--- src/rtl/score_accum_if.sv ---
`default_nettype none
// +--------------------------------------------------------------------------+
// | score_accum_if : card handshake between the dealer and the score block    |
// | Revision 1.0                                                              |
// +--------------------------------------------------------------------------+
interface score_accum_if #(
  parameter int NUM_HANDS = 2
) ();
  localparam int HAND_W = (NUM_HANDS > 1) ? $clog2(NUM_HANDS) : 1;

  logic              card_valid;
  logic              card_ready;
  logic [HAND_W-1:0] card_hand;
  logic [3:0]        card_value;

  modport master (output card_valid, card_hand, card_value, input card_ready);
  modport slave  (input card_valid, card_hand, card_value, output card_ready);
endinterface
`default_nettype wire

--- src/rtl/score_accum.sv ---
`default_nettype none
// +--------------------------------------------------------------------------+
// | score_accum : sequential multi-hand Baccarat scorer with round resolution |
// | Revision 1.0                                                              |
// +--------------------------------------------------------------------------+
module score_accum #(
  parameter int  NUM_HANDS = 2,
  parameter int  MAX_CARDS = 3,
  localparam int HAND_W    = (NUM_HANDS > 1) ? $clog2(NUM_HANDS) : 1,
  localparam int CNT_W     = $clog2(MAX_CARDS + 1)
) (
  input  logic                         slow_clock,
  input  logic                         reset,
  input  logic                         clear,
  score_accum_if.slave                 card,
  input  logic                         finalize,
  output logic [4*NUM_HANDS-1:0]       score,
  output logic [CNT_W*NUM_HANDS-1:0]   card_count,
  output logic [NUM_HANDS-1:0]         natural,
  output logic                         result_valid,
  output logic [HAND_W-1:0]            winner,
  output logic                         tie
);

  typedef enum logic [1:0] {
    IDLE    = 2'd0,
    DEAL    = 2'd1,
    RESOLVE = 2'd2,
    DONE    = 2'd3
  } state_t;

  state_t            state;
  state_t            state_next;

  logic [3:0]        hand_score [NUM_HANDS];
  logic [CNT_W-1:0]  hand_count [NUM_HANDS];
  logic [HAND_W-1:0] winner_hold;
  logic              tie_hold;

  logic              open;
  logic              hand_ok;
  logic              accept;
  logic [CNT_W-1:0]  sel_count;
  logic [3:0]        sel_score;
  logic [3:0]        points;
  logic [4:0]        sum;
  logic [4:0]        sum_m10;
  logic [3:0]        wrapped;

  logic [3:0]        max_score;
  logic [HAND_W-1:0] best;
  logic              best_tie;
  logic              found;

  // Select the addressed hand without indexing past NUM_HANDS.
  always_comb begin
    sel_count = '0;
    sel_score = '0;
    for (int i = 0; i < NUM_HANDS; i++) begin
      if (card.card_hand == HAND_W'(i)) begin
        sel_count = hand_count[i];
        sel_score = hand_score[i];
      end
    end
  end

  assign open    = (state == IDLE) || (state == DEAL);
  assign hand_ok = {1'b0, card.card_hand} < (HAND_W + 1)'(NUM_HANDS);

  assign card.card_ready = open && !clear && !reset && hand_ok
                           && (sel_count < CNT_W'(MAX_CARDS));
  assign accept          = card.card_valid && card.card_ready;

  assign points  = (card.card_value >= 4'd10) ? 4'd0 : card.card_value;
  assign sum     = {1'b0, sel_score} + {1'b0, points};
  assign sum_m10 = sum - 5'd10;
  assign wrapped = (sum >= 5'd10) ? sum_m10[3:0] : sum[3:0];

  // Resolution: lowest-index hand at the maximum wins; any later hand at max is a tie.
  always_comb begin
    max_score = '0;
    best      = '0;
    best_tie  = 1'b0;
    found     = 1'b0;
    for (int i = 0; i < NUM_HANDS; i++) begin
      if (hand_score[i] > max_score) max_score = hand_score[i];
    end
    for (int i = 0; i < NUM_HANDS; i++) begin
      if (hand_score[i] == max_score) begin
        if (found) begin
          best_tie = 1'b1;
        end else begin
          best  = HAND_W'(i);
          found = 1'b1;
        end
      end
    end
  end

  always_ff @(posedge slow_clock) begin
    if (reset || clear) begin
      for (int i = 0; i < NUM_HANDS; i++) begin
        hand_score[i] <= '0;
        hand_count[i] <= '0;
      end
      winner_hold <= '0;
      tie_hold    <= 1'b0;
    end else begin
      if (accept) begin
        for (int i = 0; i < NUM_HANDS; i++) begin
          if (card.card_hand == HAND_W'(i)) begin
            hand_score[i] <= wrapped;
            hand_count[i] <= hand_count[i] + CNT_W'(1);
          end
        end
      end
      if (state == RESOLVE) begin
        winner_hold <= best;
        tie_hold    <= best_tie;
      end
    end
  end

  always_ff @(posedge slow_clock) begin
    if (reset) state <= IDLE;
    else       state <= state_next;
  end

  always_comb begin
    state_next = state;
    if (clear) begin
      state_next = IDLE;
    end else begin
      case (state)
        IDLE:    if (finalize) state_next = RESOLVE;
                 else if (accept) state_next = DEAL;
        DEAL:    if (finalize) state_next = RESOLVE;
        RESOLVE: state_next = DONE;
        DONE:    state_next = DONE;
        default: state_next = IDLE;
      endcase
    end
  end

  assign result_valid = (state == DONE);
  assign winner       = result_valid ? winner_hold : '0;
  assign tie          = result_valid && tie_hold;

  for (genvar i = 0; i < NUM_HANDS; i++) begin : g_out
    assign score[4*i +: 4]              = hand_score[i];
    assign card_count[CNT_W*i +: CNT_W] = hand_count[i];
    assign natural[i] = (hand_count[i] == CNT_W'(2)) && (hand_score[i] >= 4'd8);
  end

endmodule
`default_nettype wire

--- src/flat_wrapper.sv ---
// flat-port wrapper written by rule: the top's interface ports become plain ports
module score_accum_flat 
#(
  parameter int  NUM_HANDS = 2,
  parameter int  MAX_CARDS = 3,
  localparam int HAND_W    = (NUM_HANDS > 1) ? $clog2(NUM_HANDS) : 1,
  localparam int CNT_W     = $clog2(MAX_CARDS + 1)
)
  (slow_clock, reset, clear, finalize, score, card_count, natural, result_valid, winner, tie, card_card_valid, card_card_hand, card_card_value, card_card_ready);
  score_accum_if #(.NUM_HANDS(NUM_HANDS)) card_i ();
  input  logic slow_clock;
  input  logic reset;
  input  logic clear;
  input  logic finalize;
  output logic [4*NUM_HANDS-1:0] score;
  output logic [CNT_W*NUM_HANDS-1:0] card_count;
  output logic [NUM_HANDS-1:0] natural;
  output logic result_valid;
  output logic [HAND_W-1:0] winner;
  output logic tie;
  input wire logic [$bits(card_i.card_valid)-1:0] card_card_valid;
  input wire logic [$bits(card_i.card_hand)-1:0] card_card_hand;
  input wire logic [$bits(card_i.card_value)-1:0] card_card_value;
  output wire logic [$bits(card_i.card_ready)-1:0] card_card_ready;
  assign card_i.card_valid = card_card_valid;
  assign card_i.card_hand = card_card_hand;
  assign card_i.card_value = card_card_value;
  assign card_card_ready = card_i.card_ready;
  score_accum #(.NUM_HANDS(NUM_HANDS), .MAX_CARDS(MAX_CARDS)) u_core (.slow_clock(slow_clock), .reset(reset), .clear(clear), .card(card_i), .finalize(finalize), .score(score), .card_count(card_count), .natural(natural), .result_valid(result_valid), .winner(winner), .tie(tie));
endmodule
--- config.mk ---
export PLATFORM = sky130hd
export DESIGN_NAME = score_accum_flat
export DESIGN_NICKNAME = d
export VERILOG_FILES = /design/src/rtl/score_accum_if.sv /design/src/rtl/score_accum.sv /design/src/flat_wrapper.sv
export SDC_FILE = /design/constraint.sdc
export NUM_CORES = 1
export LEC_CHECK = 0
export ABC_AREA = 0
export CORE_MARGIN = 3
export CORE_UTILIZATION = 38
export CTS_BUF_LIST = sky130_fd_sc_hd__clkbuf_8
export DETAILED_ROUTE_END_ITERATION = 8
export PLACE_DENSITY_LB_ADDON = 0.2
export SETUP_SLACK_MARGIN = 0.15
export SYNTH_ARGS = -nofsm -noshare
export SYNTH_HDL_FRONTEND = slang
export SYNTH_SLANG_ARGS = --single-unit
--- constraint.sdc ---
create_clock -name slow_clock -period 3.9 [get_ports slow_clock]
set_input_delay 0.39 -clock slow_clock [delete_from_list [all_inputs] [get_ports slow_clock]]
set_output_delay 0.39 -clock slow_clock [all_outputs]
set_load 0.01 [all_outputs]
==> results.py <==
metrics = {
    "die": {
        "floorplan.initialDensity_pct": 40.4,
        "row_count": 19,
        "die_h_um": 60.3,
        "fp.coreArea_um2": 2780,
        "die_w_um": 60.3,
        "ios": 28,
        "dieArea_um2": 3640,
    },
    "setup_path": {
        "crit_required_ns": 3.89,
        "reg2reg_depth": 10,
        "startpoint_type": "primary input",
        "reg2reg_slack_ns": 0.82,
        "crit_type": "in2reg",
        "timing.rr.end": "u_core.hand_score[0][1]$_DFFE_PP_",
        "path_cells": "clkdlybuf4s50_1, mux2_2, ha_1, fa_1, xor2_1, inv_1, ha_1, o21a_2, o21ai_1, o31a_1, mux2_1",
        "end_kind": "register",
        "cp_slowest_stage_delay_ns": 0.56,
        "r2r-start": "u_core.hand_score[0][4]$_DFFE_PP_",
        "critPathMostFrequentCell": "ha_1",
        "cp_max_fo": 6,
        "cp_data_arrival_time_ns": 3.39,
        "cpMaxStageDelayCell": "clkdlybuf4s50_1",
    },
    "logic_synthesis": {
        "yosys_warnings": 0,
        "synth_top_cell_area_share_pct": 32.1,
        "syn_nets": 140,
        "yosysTopAreaCell": "edfxtp_1",
        "synthArstFlopShare_pct": 0,
        "yosysSeqAreaShare_pct": 39.2,
        "syn_area_um2": 1120,
        "synthCells": 118,
        "yosys_register_bits": 16,
        "synth_commonest_cells": "edfxtp_1, inv_1, ha_1, nor2_1, o21ai_0",
        "synth_edf_count": 12,
        "ys_types": 35,
        "synthTopCellsByArea": "edfxtp_1, ha_1, dfxtp_1",
        "synthFlopType": "edfxtp_1",
        "syn_area_per_cell_um2": 9.51,
    },
    "cts": {
        "insertion_delay_ns": 0.24,
        "cts_setup_buffers": 0,
        "cts.sinks": 16,
        "htree_levels": 1,
        "clock_path_buffers": 2,
        "clk_pin_slew_worst_paths_ns": 0.06,
        "cts_buffers": 3,
        "hold_buffers": 0,
        "clockRootBuffer": "clkbuf_8",
        "cts_tree": "yes",
        "post_cts_resized": 0,
    },
    "timing": {
        "hold_ws_ns": 0.481,
        "grt_setup_unrepaired": "false",
        "finalCritPeriodShare_pct": 87.2,
        "period_needed_ns": 3.40,
        "drv_slew": 0,
        "max_freq_ghz": 0.294,
        "setup_viol": 0,
        "clock_skew_ns": 0.00357,
        "finalHoldViolCount": 0,
        "setup_tns_ns": 0,
        "postLayoutSetupSlackWorst_ns": 0.501,
        "slew_headroom_pct": 40.6,
        "tightest_slew_ns": 0.881,
    },
    "pwr": {
        "power.share.clock_pct": 26.3,
        "seqPwrFrac_pct": 45.1,
        "cellPowerDensity_nw_per_um2": 312,
        "share_comb_of_total_power_pct": 28.6,
        "p_sw_mw": 0.129,
        "p_sw_share_pct": 28.0,
        "power_mw": 0.462,
        "p_leak_nw": 0.643,
        "ir_drop_mv": 0.288,
        "p_int_mw": 0.333,
    },
    "placement": {
        "globalplace.congestion": 0.763,
        "io_buffers": 27,
        "pre_cts_slack_ns": 0.284,
        "place_hpwl_mm": 1.93,
    },
    "job": {
        "maxCapViolCount": 0,
    },
    "global_route": {
        "grt_usage_pct": 14.3,
        "antenna_found_initial": 0,
        "grt_pass1_wl_mm": 3.91,
        "grt_start_max_net_pins": 12,
        "grt_pass1_vias": 926,
        "grt_overflow": 0,
    },
    "finish": {
        "finalCoreUtilization_pct": 53.2,
        "layout.nets": 171,
        "antenna_cells": 0,
        "layout-drive-gt1-share_pct": 6.76,
        "area_growth_pct": 31.9,
    },
    "detailed_routing": {
        "dr.pass1.iters": 4,
        "wl_met2_mm": 1.14,
        "drt-total-wl_mm": 2.38,
        "ant_nets": 0,
        "wl_met1_mm": 1.12,
        "vias_per_cell": 5.28,
        "wl_met3_um": 116,
        "vias": 946,
        "post_drt_wl_per_cell_um": 13.3,
        "drt_iter0_markers": 26,
        "drc": 0,
        "top_layer": "met3",
    },
    "outcome": {
        "outcome": "complete, no violations",
    },
    "min_path": {
        "hold_depth": 2,
        "min_from": "u_core.winner_hold$_SDFFE_PP0P_",
        "hp-class": "reg2reg",
        "min_to": "u_core.winner_hold$_SDFFE_PP0P_",
    },
}
-- flip-flops by register name, summed over array words and instances (netlist names) --
register,count
u_core.hand_count,4
u_core.hand_score,8
u_core.state,2
u_core.tie_hold,1
u_core.winner_hold,1
-- stage by stage --
step	instances	cell area, um2
2_1_floorplan	118	1120
4_1_cts	179	1480
5_1_grt	179	1480
6_report	179	1480
3_5_place_dp	175	1440
3_3_place_gp	175	1440
-- routing by layer --
metal / global-route usage (%) / vias up
li1: - / 480
met1: 19.5 / 436
met2: 22.4 / 30
met3: 4.26 / 0
met4: 3.80 / 0
met5: 0 / -
-- critical path, delay by kind of cell --
family	cells	cell delay, ns
fa+ha+maj	3	0.89
mux	2	0.70
buf+inv	2	0.64
compound gates	3	0.48
xor+xnor	1	0.28
-- power by group through the flow --
stage	sequential, mW	combinational (mW)	clock (mW)
after global routing	0.210	0.147	0.133
after CTS	0.208	0.132	0.126
after floorplan	0.213	0.0777	0
after detailed placement	0.212	0.131	0
after global placement	0.211	0.127	0
final	0.208	0.132	0.121
-- kinds of logic after synthesis --
group	after synthesis	synth area share [%]
simple gates	38	17.3
compound gates	28	16.7
flops	16	39.2
buf+inv	15	5.02
fa+ha+maj	12	14.0
xor+xnor	5	3.90
mux	4	3.79
-- cell usage in the layout (no fill, tap or decap), types with 2 or more instances in the layout --
| cell | netlist | layout |
|---|---|---|
| xor2_1 | 5 | 5 |
| clkbuf_8 | 0 | 3 |
| ha_1 | 11 | 11 |
| o21ai_0 | 7 | 7 |
| o21a_1 | 4 | 4 |
| and3_1 | 3 | 3 |
| nor2_1 | 11 | 11 |
| a21oi_1 | 4 | 4 |
| inv_1 | 12 | 13 |
| a211oi_1 | 2 | 2 |
| clkdlybuf4s50_1 | 0 | 27 |
| mux2i_1 | 2 | 2 |
| nand2_1 | 6 | 6 |
| and2_1 | 4 | 4 |
| buf_4 | 0 | 2 |
| nand2b_1 | 2 | 2 |
| nor3_1 | 3 | 3 |
| edfxtp_1 | 12 | 12 |
| o21ai_1 | 2 | 2 |
| dfxtp_1 | 4 | 4 |
| nor2b_1 | 5 | 5 |
-- worst max path at each step --
stage	startpoint	depth (start not counted)	endpoint
2_1_floorplan	card_card_hand	11	u_core.hand_score[0][1]$_DFFE_PP_
3_3_place_gp	card_card_hand	11	u_core.hand_score[0][1]$_DFFE_PP_
3_5_place_dp	card_card_hand	11	u_core.hand_score[0][1]$_DFFE_PP_
4_1_cts	card_card_hand	11	u_core.hand_score[0][1]$_DFFE_PP_
5_1_grt	card_card_hand	11	u_core.hand_score[0][1]$_DFFE_PP_
6_report	card_card_hand	11	u_core.hand_score[0][1]$_DFFE_PP_
-- cell type report --
class                           count  area, um2
Clock buffer                        3       41.3
Timing Repair Buffer               29        285
Inverter                           12       45.0
Fill cell                         271       1300
Tap cell                           31       38.8
Clock inverter                      1       3.75
Multi-Input combinational cell     87        626
Sequential cell                    16        440
No activity file was read; power rests on OpenSTA's default activity.
